## config.mk

```make
export PLATFORM = sky130hd
export DESIGN_NAME = iterative_mac_unit
export DESIGN_NICKNAME = d
export VERILOG_FILES = /design/src/rtl/iterative_mac_unit.sv
export SDC_FILE = /design/constraint.sdc
export NUM_CORES = 1
export LEC_CHECK = 0
export ABC_AREA = 1
export CAP_MARGIN = 20
export CORE_ASPECT_RATIO = 1.75
export CORE_MARGIN = 2
export CORE_UTILIZATION = 30
export DETAILED_ROUTE_END_ITERATION = 7
export MAX_ROUTING_LAYER = met4
export SLEW_MARGIN = 10
export SYNTH_ARGS = -nofsm -noshare
export SYNTH_HDL_FRONTEND = slang
export SYNTH_SLANG_ARGS = --single-unit
```

## constraint.sdc

```tcl
create_clock -name clk -period 4.4 [get_ports clk]
set_clock_uncertainty 0.05 [all_clocks]
set_input_delay 0.88 -clock clk [delete_from_list [all_inputs] [get_ports clk]]
set_output_delay 0.88 -clock clk [all_outputs]
set_load 0.02 [all_outputs]
```

## src/rtl/iterative_mac_unit.sv

```systemverilog
// Iterative shift-add HI/LO multiply-accumulate unit.
// Retires BITS_PER_CYCLE multiplier bits per cycle, then accumulates into HI/LO.
module iterative_mac_unit #(
   parameter int BUS_WIDTH      = 32,
   parameter int BITS_PER_CYCLE = 2
) (
   input  logic                 clk,
   input  logic                 rst,
   input  logic                 start,
   input  logic [3:0]           mul_op,
   input  logic [BUS_WIDTH-1:0] in1,
   input  logic [BUS_WIDTH-1:0] in2,
   output logic                 busy,
   output logic                 done,
   output logic [BUS_WIDTH-1:0] hi,
   output logic [BUS_WIDTH-1:0] lo
);

   localparam int W   = BUS_WIDTH;
   localparam int BPC = BITS_PER_CYCLE;
   localparam int N   = W / BPC;
   localparam int CW  = $clog2(N + 1);

   localparam logic [3:0] OP_MUL   = 4'b0000;
   localparam logic [3:0] OP_MULU  = 4'b0001;
   localparam logic [3:0] OP_MADD  = 4'b0010;
   localparam logic [3:0] OP_MADDU = 4'b0011;
   localparam logic [3:0] OP_MSUB  = 4'b0100;
   localparam logic [3:0] OP_MSUBU = 4'b0101;
   localparam logic [3:0] OP_MTHI  = 4'b0110;
   localparam logic [3:0] OP_MTLO  = 4'b0111;

   generate
      if (BUS_WIDTH % BITS_PER_CYCLE != 0) begin : g_bad_bpc
         $error("BITS_PER_CYCLE must divide BUS_WIDTH");
      end
   endgenerate

   typedef enum logic [1:0] {
      S_IDLE,
      S_MULT,
      S_ACC
   } state_t;

   state_t           state_q, state_d;
   logic [3:0]       op_q, op_d;
   logic             neg_q, neg_d;
   logic [2*W-1:0]   mcand_q, mcand_d;
   logic [W-1:0]     mplier_q, mplier_d;
   logic [2*W-1:0]   prod_q, prod_d;
   logic [2*W-1:0]   base_q, base_d;
   logic [CW-1:0]    count_q, count_d;
   logic [W-1:0]     hi_q, hi_d;
   logic [W-1:0]     lo_q, lo_d;
   logic             done_q, done_d;

   logic             is_mul, is_sgn;
   logic [W:0]       ext1, ext2, mag1, mag2;
   logic [2*W-1:0]   partial, p, res;

   assign is_mul = (mul_op == OP_MUL)  || (mul_op == OP_MULU)  ||
                   (mul_op == OP_MADD) || (mul_op == OP_MADDU) ||
                   (mul_op == OP_MSUB) || (mul_op == OP_MSUBU);
   assign is_sgn = ~mul_op[0];

   // W+1 bits so the most-negative operand keeps its 2^(W-1) magnitude
   assign ext1 = {is_sgn & in1[W-1], in1};
   assign ext2 = {is_sgn & in2[W-1], in2};
   assign mag1 = ext1[W] ? -ext1 : ext1;
   assign mag2 = ext2[W] ? -ext2 : ext2;

   always_comb begin
      state_d  = state_q;
      op_d     = op_q;
      neg_d    = neg_q;
      mcand_d  = mcand_q;
      mplier_d = mplier_q;
      prod_d   = prod_q;
      base_d   = base_q;
      count_d  = count_q;
      hi_d     = hi_q;
      lo_d     = lo_q;
      done_d   = 1'b0;
      partial  = '0;
      p        = '0;
      res      = '0;
      case (state_q)
         S_IDLE: begin
            if (start && is_mul) begin
               op_d     = mul_op;
               neg_d    = is_sgn & (in1[W-1] ^ in2[W-1]);
               mcand_d  = {{(W-1){1'b0}}, mag1};
               mplier_d = mag2[W-1:0];
               prod_d   = '0;
               base_d   = {hi_q, lo_q};
               count_d  = '0;
               state_d  = S_MULT;
            end else if (start && mul_op == OP_MTHI) begin
               hi_d = in1;
            end else if (start && mul_op == OP_MTLO) begin
               lo_d = in1;
            end
         end
         S_MULT: begin
            for (int b = 0; b < BPC; b++) begin
               if (mplier_q[b]) partial = partial + (mcand_q << b);
            end
            prod_d   = prod_q + partial;
            mcand_d  = mcand_q << BPC;
            mplier_d = mplier_q >> BPC;
            count_d  = count_q + 1'b1;
            if (count_q == CW'(N - 1)) state_d = S_ACC;
         end
         S_ACC: begin
            p = neg_q ? -prod_q : prod_q;
            case (op_q)
               OP_MADD, OP_MADDU: res = base_q + p;
               OP_MSUB, OP_MSUBU: res = base_q - p;
               default:           res = p;
            endcase
            {hi_d, lo_d} = res;
            done_d  = 1'b1;
            state_d = S_IDLE;
         end
         default: state_d = S_IDLE;
      endcase
   end

   always_ff @(posedge clk) begin
      if (rst) begin
         state_q  <= S_IDLE;
         op_q     <= '0;
         neg_q    <= 1'b0;
         mcand_q  <= '0;
         mplier_q <= '0;
         prod_q   <= '0;
         base_q   <= '0;
         count_q  <= '0;
         hi_q     <= '0;
         lo_q     <= '0;
         done_q   <= 1'b0;
      end else begin
         state_q  <= state_d;
         op_q     <= op_d;
         neg_q    <= neg_d;
         mcand_q  <= mcand_d;
         mplier_q <= mplier_d;
         prod_q   <= prod_d;
         base_q   <= base_d;
         count_q  <= count_d;
         hi_q     <= hi_d;
         lo_q     <= lo_d;
         done_q   <= done_d;
      end
   end

   assign busy = (state_q != S_IDLE);
   assign done = done_q;
   assign hi   = hi_q;
   assign lo   = lo_q;

endmodule

```

==> results of run 1 <==
## synth_stat cells, types with 16 or more instances
cell and instances:
nor2_4 16, nand3_1 256, nand3b_1 26, ha_1 194, o211ai_1 34, or2_2 29, nor4_1 17, o21ai_0 468
xor2_1 104, a21o_1 22, nand2_1 1254, inv_1 698, dfxtp_1 300, o21ai_1 29, nand2_2 30, nand4_1 56
o21a_1 30, nor2_2 16, o21bai_1 40, xnor2_1 50, nor3_1 58, nor2_1 744, a21oi_1 506, clkbuf_1 144
a31oi_1 154
## repair_timing
item	4_1_cts	5_1_grt
setup buffers	197	109
endpoints found under the setup margin	100	98
endpoints found under the hold margin	0	0
pin swaps	422	517
gates resized for setup	1404	882
gates cloned	2	0
## logic make-up (layout without fill, tap and decap cells)
kind of cell | count (synthesis) | in the layout
AND/OR/NAND/NOR | 2530 | 2531
AO/OA/AOI/OAI | 1352 | 1352
buffers and inverters | 879 | 2659
flip-flops | 300 | 300
adder cells (fa/ha/maj) | 197 | 197
XOR/XNOR | 155 | 155
other | 0 | 24
## metrics by stage
stage,power (mW),setup slack (ps)
after global routing,15.7,-1090
after detailed placement,8.35,-1480
final,15.2,-867
after global placement,8.32,-1450
after floorplan,5.37,4.66
after CTS,13.4,-464
## power groups by stage
| stage | combinational, mW | clock (mW) | sequential, mW |
|---|---|---|---|
| floorplan | 2.45 | 0 | 2.92 |
| global placement | 5.38 | 0 | 2.94 |
| detailed placement | 5.40 | 0 | 2.94 |
| CTS | 7.01 | 3.46 | 2.89 |
| global route | 9.27 | 3.56 | 2.91 |
| finish | 8.86 | 3.47 | 2.90 |
## critical path: cells and delay by family (launching register included)
family / cells / cell delay (ps)
compound gates: 3 / 300
xor+xnor: 1 / 270
fa+ha+maj: 1 / 300
buf+inv: 7 / 700
flops: 1 / 460
simple gates: 22 / 3080
## cell type report
class / count / area share [%]
Antenna cell: 24 / 0.104
Clock buffer: 51 / 1.86
Clock inverter: 16 / 0.374
Inverter: 712 / 4.72
Multi-Input combinational cell: 4235 / 52.4
Sequential cell: 300 / 10.5
Tap cell: 1343 / 2.92
Timing Repair Buffer: 1880 / 27.1
## routing by layer
layer  wire length, um  share of wire (%)
met5                 0                  0
met4             26300                 13
met3             15200                7.7
met2             92500                 47
met1             62500                 32
## sequential cells by signal (all words and copies together) (netlist names)
name and count:
mplier_q 32, lo 32, hi 32, count_q 5
op_q 3, neg_q 1, mcand_q 64, base_q 64
state_q 2, done 1, prod_q 64
## how the worst min path moves through the flow
stage / startpoint / endpoint / slack (ps) / cells after the start
2_1_floorplan: base_q[0]$_SDFFE_PP0P_ / base_q[0]$_SDFFE_PP0P_ / 380 / 2
3_3_place_gp: base_q[0]$_SDFFE_PP0P_ / base_q[0]$_SDFFE_PP0P_ / 400 / 2
3_5_place_dp: mplier_q[31]$_SDFFE_PP0P_ / mplier_q[31]$_SDFFE_PP0P_ / 410 / 2
4_1_cts: prod_q[63]$_SDFFE_PP0P_ / prod_q[63]$_SDFFE_PP0P_ / 420 / 2
5_1_grt: mcand_q[63]$_SDFFE_PP0P_ / mcand_q[63]$_SDFFE_PP0P_ / 440 / 2
6_report: mcand_q[63]$_SDFFE_PP0P_ / mcand_q[63]$_SDFFE_PP0P_ / 420 / 2
==> reports/qor.csv, run 1 <==
metric;value;unit
rsz0062_at_grt;true;
crit_type;flip-flop to flip-flop;
stdcell_area;57600;um^2
fin_nets;7435;
min_period;5270;ps
drive_above_1_share;46.1;%
final_util;55.7;%
synthFlopType;dfxtp_1;
ys_async_sr_fraction;0;%
timing.rr.end;hi[31]$_SDFFE_PP0P_;
ctsRootBufferMaster;clkbuf_16;
die_width;248;um
startpoint;prod_q[5]$_SDFFE_PP0P_;
finalHoldViolations;0;
grt-ovfl-total;0;
ctsHoldBuffers;0;
cp_slowest_cell;dfxtp_2;
drtPass1Iterations;6;
synth_edf_count;0;
netlist.area_leader.share;19.2;%
outcome;complete, but fails checks;
fin_ws;-867;ps
dp.cells;8198;
ant_nets;0;
layout.cells.non_filler;8561;
finalCritPeriodShare;120;%
mostFrequentLayoutCells;buf_4 (1508), nand2_1 (980), inv_1 (554);
core_area;103000;um^2
hp-class;flip-flop to flip-flop;
synth_compound_area_share;23.9;%
clk_latency;620;ps
pwr-share-seq;19.0;%
tightest_slew;1010;ps
ys_seq_elements;300;
dp_hpwl;143000;um
grt_pass1_wl;273000;um
violations;setup timing;
cts_buffer_depth;3;
cpMostUsedCell;nor2_4;
grt_max_degree;135;
worstPathArrival;5770;ps
synth_top_family_by_area;simple AND/OR/NAND/NOR gates;
grtUsageMet1;31.5;%
final_common_cell;buf_4;
yosys.area.top_type;dfxtp_1;
cp_max_fo;4;
slew_violations;0;
ff2ff_path_depth;34;
switching_share;43.3;%
busiest_layer;met2;
yosys-top-cells-area;dfxtp_1 (19%), nand2_1 (15%), nor2_1 (8.9%), inv_1 (8.4%), a21oi_1 (8.1%);
maxCapViolCount;0;
ys_warn_count;0;
multiInputGateArea;30200;um^2
h-tree-depth;2;
dieHeight;432;um
worst-r2r-setup-slack;-870;ps
setup_viol;83;
first_iter_violations;3636;
row_count;156;
regArea;6060;um^2
routed_via_density;5.38;
synthSimpleGateAreaFrac;34.0;%
start_util;30.3;%
tns;-32150;ps
relSlewSlack;32.3;%
area_growth;83.7;%
fmax;0.190;GHz
cts_sinks;300;
wl_per_cell;23.0;um
io_pins;137;
synthesis.area;31300;um^2
totalWireLength;197000;um
worstPathRequired;4900;ps
vias;46100;
io_buffers;136;
muxShareOfSynthArea;0;%
use_met3;8.06;%
gr-usage-met2;58.1;%
synthAdderAreaFrac;7.94;%
r2r_start;prod_q[5]$_SDFFE_PP0P_;
drc;0;
cts_tree;built;
grt_pass1_vias;44900;
p_int;8.63;mW
placed_area;45100;um^2
powerDensity;264;nW/um^2
ir_drop;0.518;mV
critPathMaxStageDelay;460;ps
antenna_found_initial;24;
startpoint_type;flip-flop;
numCtsBuffers;38;
gp_congestion;1.13;
comb_power_share;58.2;%
grt_use_total;35.3;%
clk_pin_slew_worst_paths;70;ps
endpoint;hi[31]$_SDFFE_PP0P_;
num-fill-cells;9437;
hold_slack;416;ps
syn_nets;5681;
pwr-share-clk;22.8;%
postSynthCellCount;5413;
synth-seq-area-share;19.2;%
avgSynthCellArea;5.79;um^2
p_switching;6.60;mW
synthXorXnorAreaFrac;4.35;%
p_leak;27.3;nW
post_synth_num_cell_types;62;
cp-end-kind;flip-flop;
die-area;107000;um^2
No activity file was read; power rests on OpenSTA's default activity.
==> run 2: changes to the inputs <==
--- a/config.mk
+++ b/config.mk
@@ -7,11 +7,15 @@
 export LEC_CHECK = 0
 export ABC_AREA = 1
 export CAP_MARGIN = 20
+export CELL_PAD_IN_SITES_DETAIL_PLACEMENT = 1
+export CELL_PAD_IN_SITES_GLOBAL_PLACEMENT = 1
 export CORE_ASPECT_RATIO = 1.75
 export CORE_MARGIN = 2
 export CORE_UTILIZATION = 30
+export CTS_CLUSTER_DIAMETER = 40
 export DETAILED_ROUTE_END_ITERATION = 7
 export MAX_ROUTING_LAYER = met4
+export PLACE_DENSITY_LB_ADDON = 0.1
 export SLEW_MARGIN = 10
 export SYNTH_ARGS = -nofsm -noshare
 export SYNTH_HDL_FRONTEND = slang
==> constraint.sdc (replaced) <==
create_clock -name clk -period 4.5 [get_ports clk]
set_clock_uncertainty 0.05 [all_clocks]
set_input_delay 0.9 -clock clk [delete_from_list [all_inputs] [get_ports clk]]
set_output_delay 0.9 -clock clk [all_outputs]
set_load 0.02 [all_outputs]
==> reports/qor.csv, run 2 (synthesized netlist as in run 1, its figures left out) <==
metric;value;unit
grt_pass1_wl;292000;um
core_area;103000;um^2
ant_nets;0;
io_pins;137;
min_period;5130;ps
cts_buffer_depth;3;
ctsRootBufferMaster;clkbuf_16;
num-fill-cells;13300;
regArea;6060;um^2
die_width;248;um
clk_pin_slew_worst_paths;60;ps
worstPathRequired;5060;ps
finalHoldViolations;0;
drive_above_1_share;42.2;%
critPathMaxStageDelay;340;ps
hp-class;flip-flop to flip-flop;
grt_use_total;38.0;%
io_buffers;136;
multiInputGateArea;28400;um^2
finalCritPeriodShare;114;%
crit_type;flip-flop to flip-flop;
cts_sinks;300;
worstPathArrival;5690;ps
maxCapViolCount;0;
placed_area;45500;um^2
grt_pass1_vias;47700;
tightest_slew;1110;ps
dieHeight;432;um
fin_nets;7375;
p_leak;26.7;nW
gp_congestion;1.07;
numCtsBuffers;57;
powerDensity;267;nW/um^2
die-area;107000;um^2
ctsHoldBuffers;0;
cp_max_fo;4;
dp_hpwl;163000;um
outcome;complete, but fails checks;
area_growth;77.4;%
antenna_found_initial;9;
stdcell_area;55600;um^2
mostFrequentLayoutCells;buf_4 (1540), nand2_1 (1052), inv_1 (603);
vias;45500;
first_iter_violations;2008;
h-tree-depth;2;
drc;0;
cpMostUsedCell;nor2_4;
cp_slowest_cell;dfxtp_2;
ff2ff_path_depth;39;
cp-end-kind;flip-flop;
wl_per_cell;24.5;um
start_util;30.3;%
violations;setup timing;
reg_top3;base_q: 64 flops, mcand_q: 64 flops, prod_q: 64 flops;
rsz0062_at_grt;true;
fin_ws;-628;ps
relSlewSlack;25.7;%
totalWireLength;208000;um
setup_viol;83;
clk_latency;690;ps
row_count;156;
cts_tree;built;
routed_via_density;5.35;
fmax;0.195;GHz
startpoint_type;flip-flop;
final_common_cell;buf_4;
grt-ovfl-total;0;
grt_max_degree;166;
slew_violations;0;
min_path_cells;2;
hold_slack;415;ps
ir_drop;0.387;mV
drtPass1Iterations;7;
## run 2: changes by cell type in the layout (fill, tap and decap cells not counted), sizes merged, moves of 4 or more
cell | before | now
clkinv | 10 | 17
bufinv | 4 | 8
diode | 24 | 9
inv | 709 | 719
clkbuf | 51 | 66
buf | 1745 | 1665
## run 2: through the flow
step | utilization (%) | instances | TNS (ps) | worst slack, ps | power, mW
final | 53.7 | 8506 | -26120 | -628 | 14.9
after global placement | 43.9 | 8237 | -58740 | -1530 | 8.07
after global routing | 53.7 | 8506 | -47700 | -808 | 15.4
after floorplan | - | 5413 | 0 | 55.3 | 5.25
after detailed placement | 43.9 | 8237 | -64260 | -1640 | 8.16
after CTS | 49.0 | 8398 | -24690 | -542 | 13.2
## run 2: worst max-delay path, delay by kind of cell (launching register included)
family / cells / cell delay [ps]
xor gates and xnor gates: 1 / 210
AOI/OAI and AO/OA: 5 / 800
buffers and inverters: 14 / 1550
adders and majority gates: 1 / 300
and+or+nand+nor: 18 / 1810
DFF: 1 / 340
## run 2: power by group
group	switching (mW)	internal, mW	total [mW]	leakage, nW
Sequential	0.0942	2.74	2.83	2.45
Combinational	4.12	3.18	7.29	23.3
Clock	1.82	2.92	4.74	0.991
## run 2: path summary, 6_finish.rpt
| path | start | endpoint | slack, ps |
|---|---|---|---|
| hold / removal | prod_q[63]$_SDFFE_PP0P_ | prod_q[63]$_SDFFE_PP0P_ | 410 |
| hold reg to reg | prod_q[63]$_SDFFE_PP0P_ | prod_q[63]$_SDFFE_PP0P_ | 410 |
| setup / recovery | prod_q[1]$_SDFFE_PP0P_ | hi[19]$_SDFFE_PP0P_ | -630 |
| setup reg to reg | prod_q[1]$_SDFFE_PP0P_ | hi[19]$_SDFFE_PP0P_ | -630 |
## run 2: layer usage
metal  track usage [%]  vias up  part of all wire [%]
li1                  -    21300                     -
met1              31.8    22100                    31
met2              67.8     1250                    51
met3              6.44      915                   4.2
met4              39.6        0                    13
met5                 -        -                     0
## run 2: area by class of cell
cell class / instances / share of cell area, %
multi-input cells: 4235 / 51.1
clock inverters: 40 / 0.936
clock buffers: 66 / 2.73
diodes: 9 / 0.0405
flip-flops and latches: 300 / 10.9
repair buffers: 1801 / 26.4
well taps: 1343 / 3.02
inverters: 712 / 4.85
## run 2: timing repair
item                       4_1_cts  5_1_grt
setup endpoints to repair       94      100
pin swaps                      169      319
setup buffers                   53      106
resized for setup              674     1007
hold endpoints to repair         0        0
gates cloned                     5        0
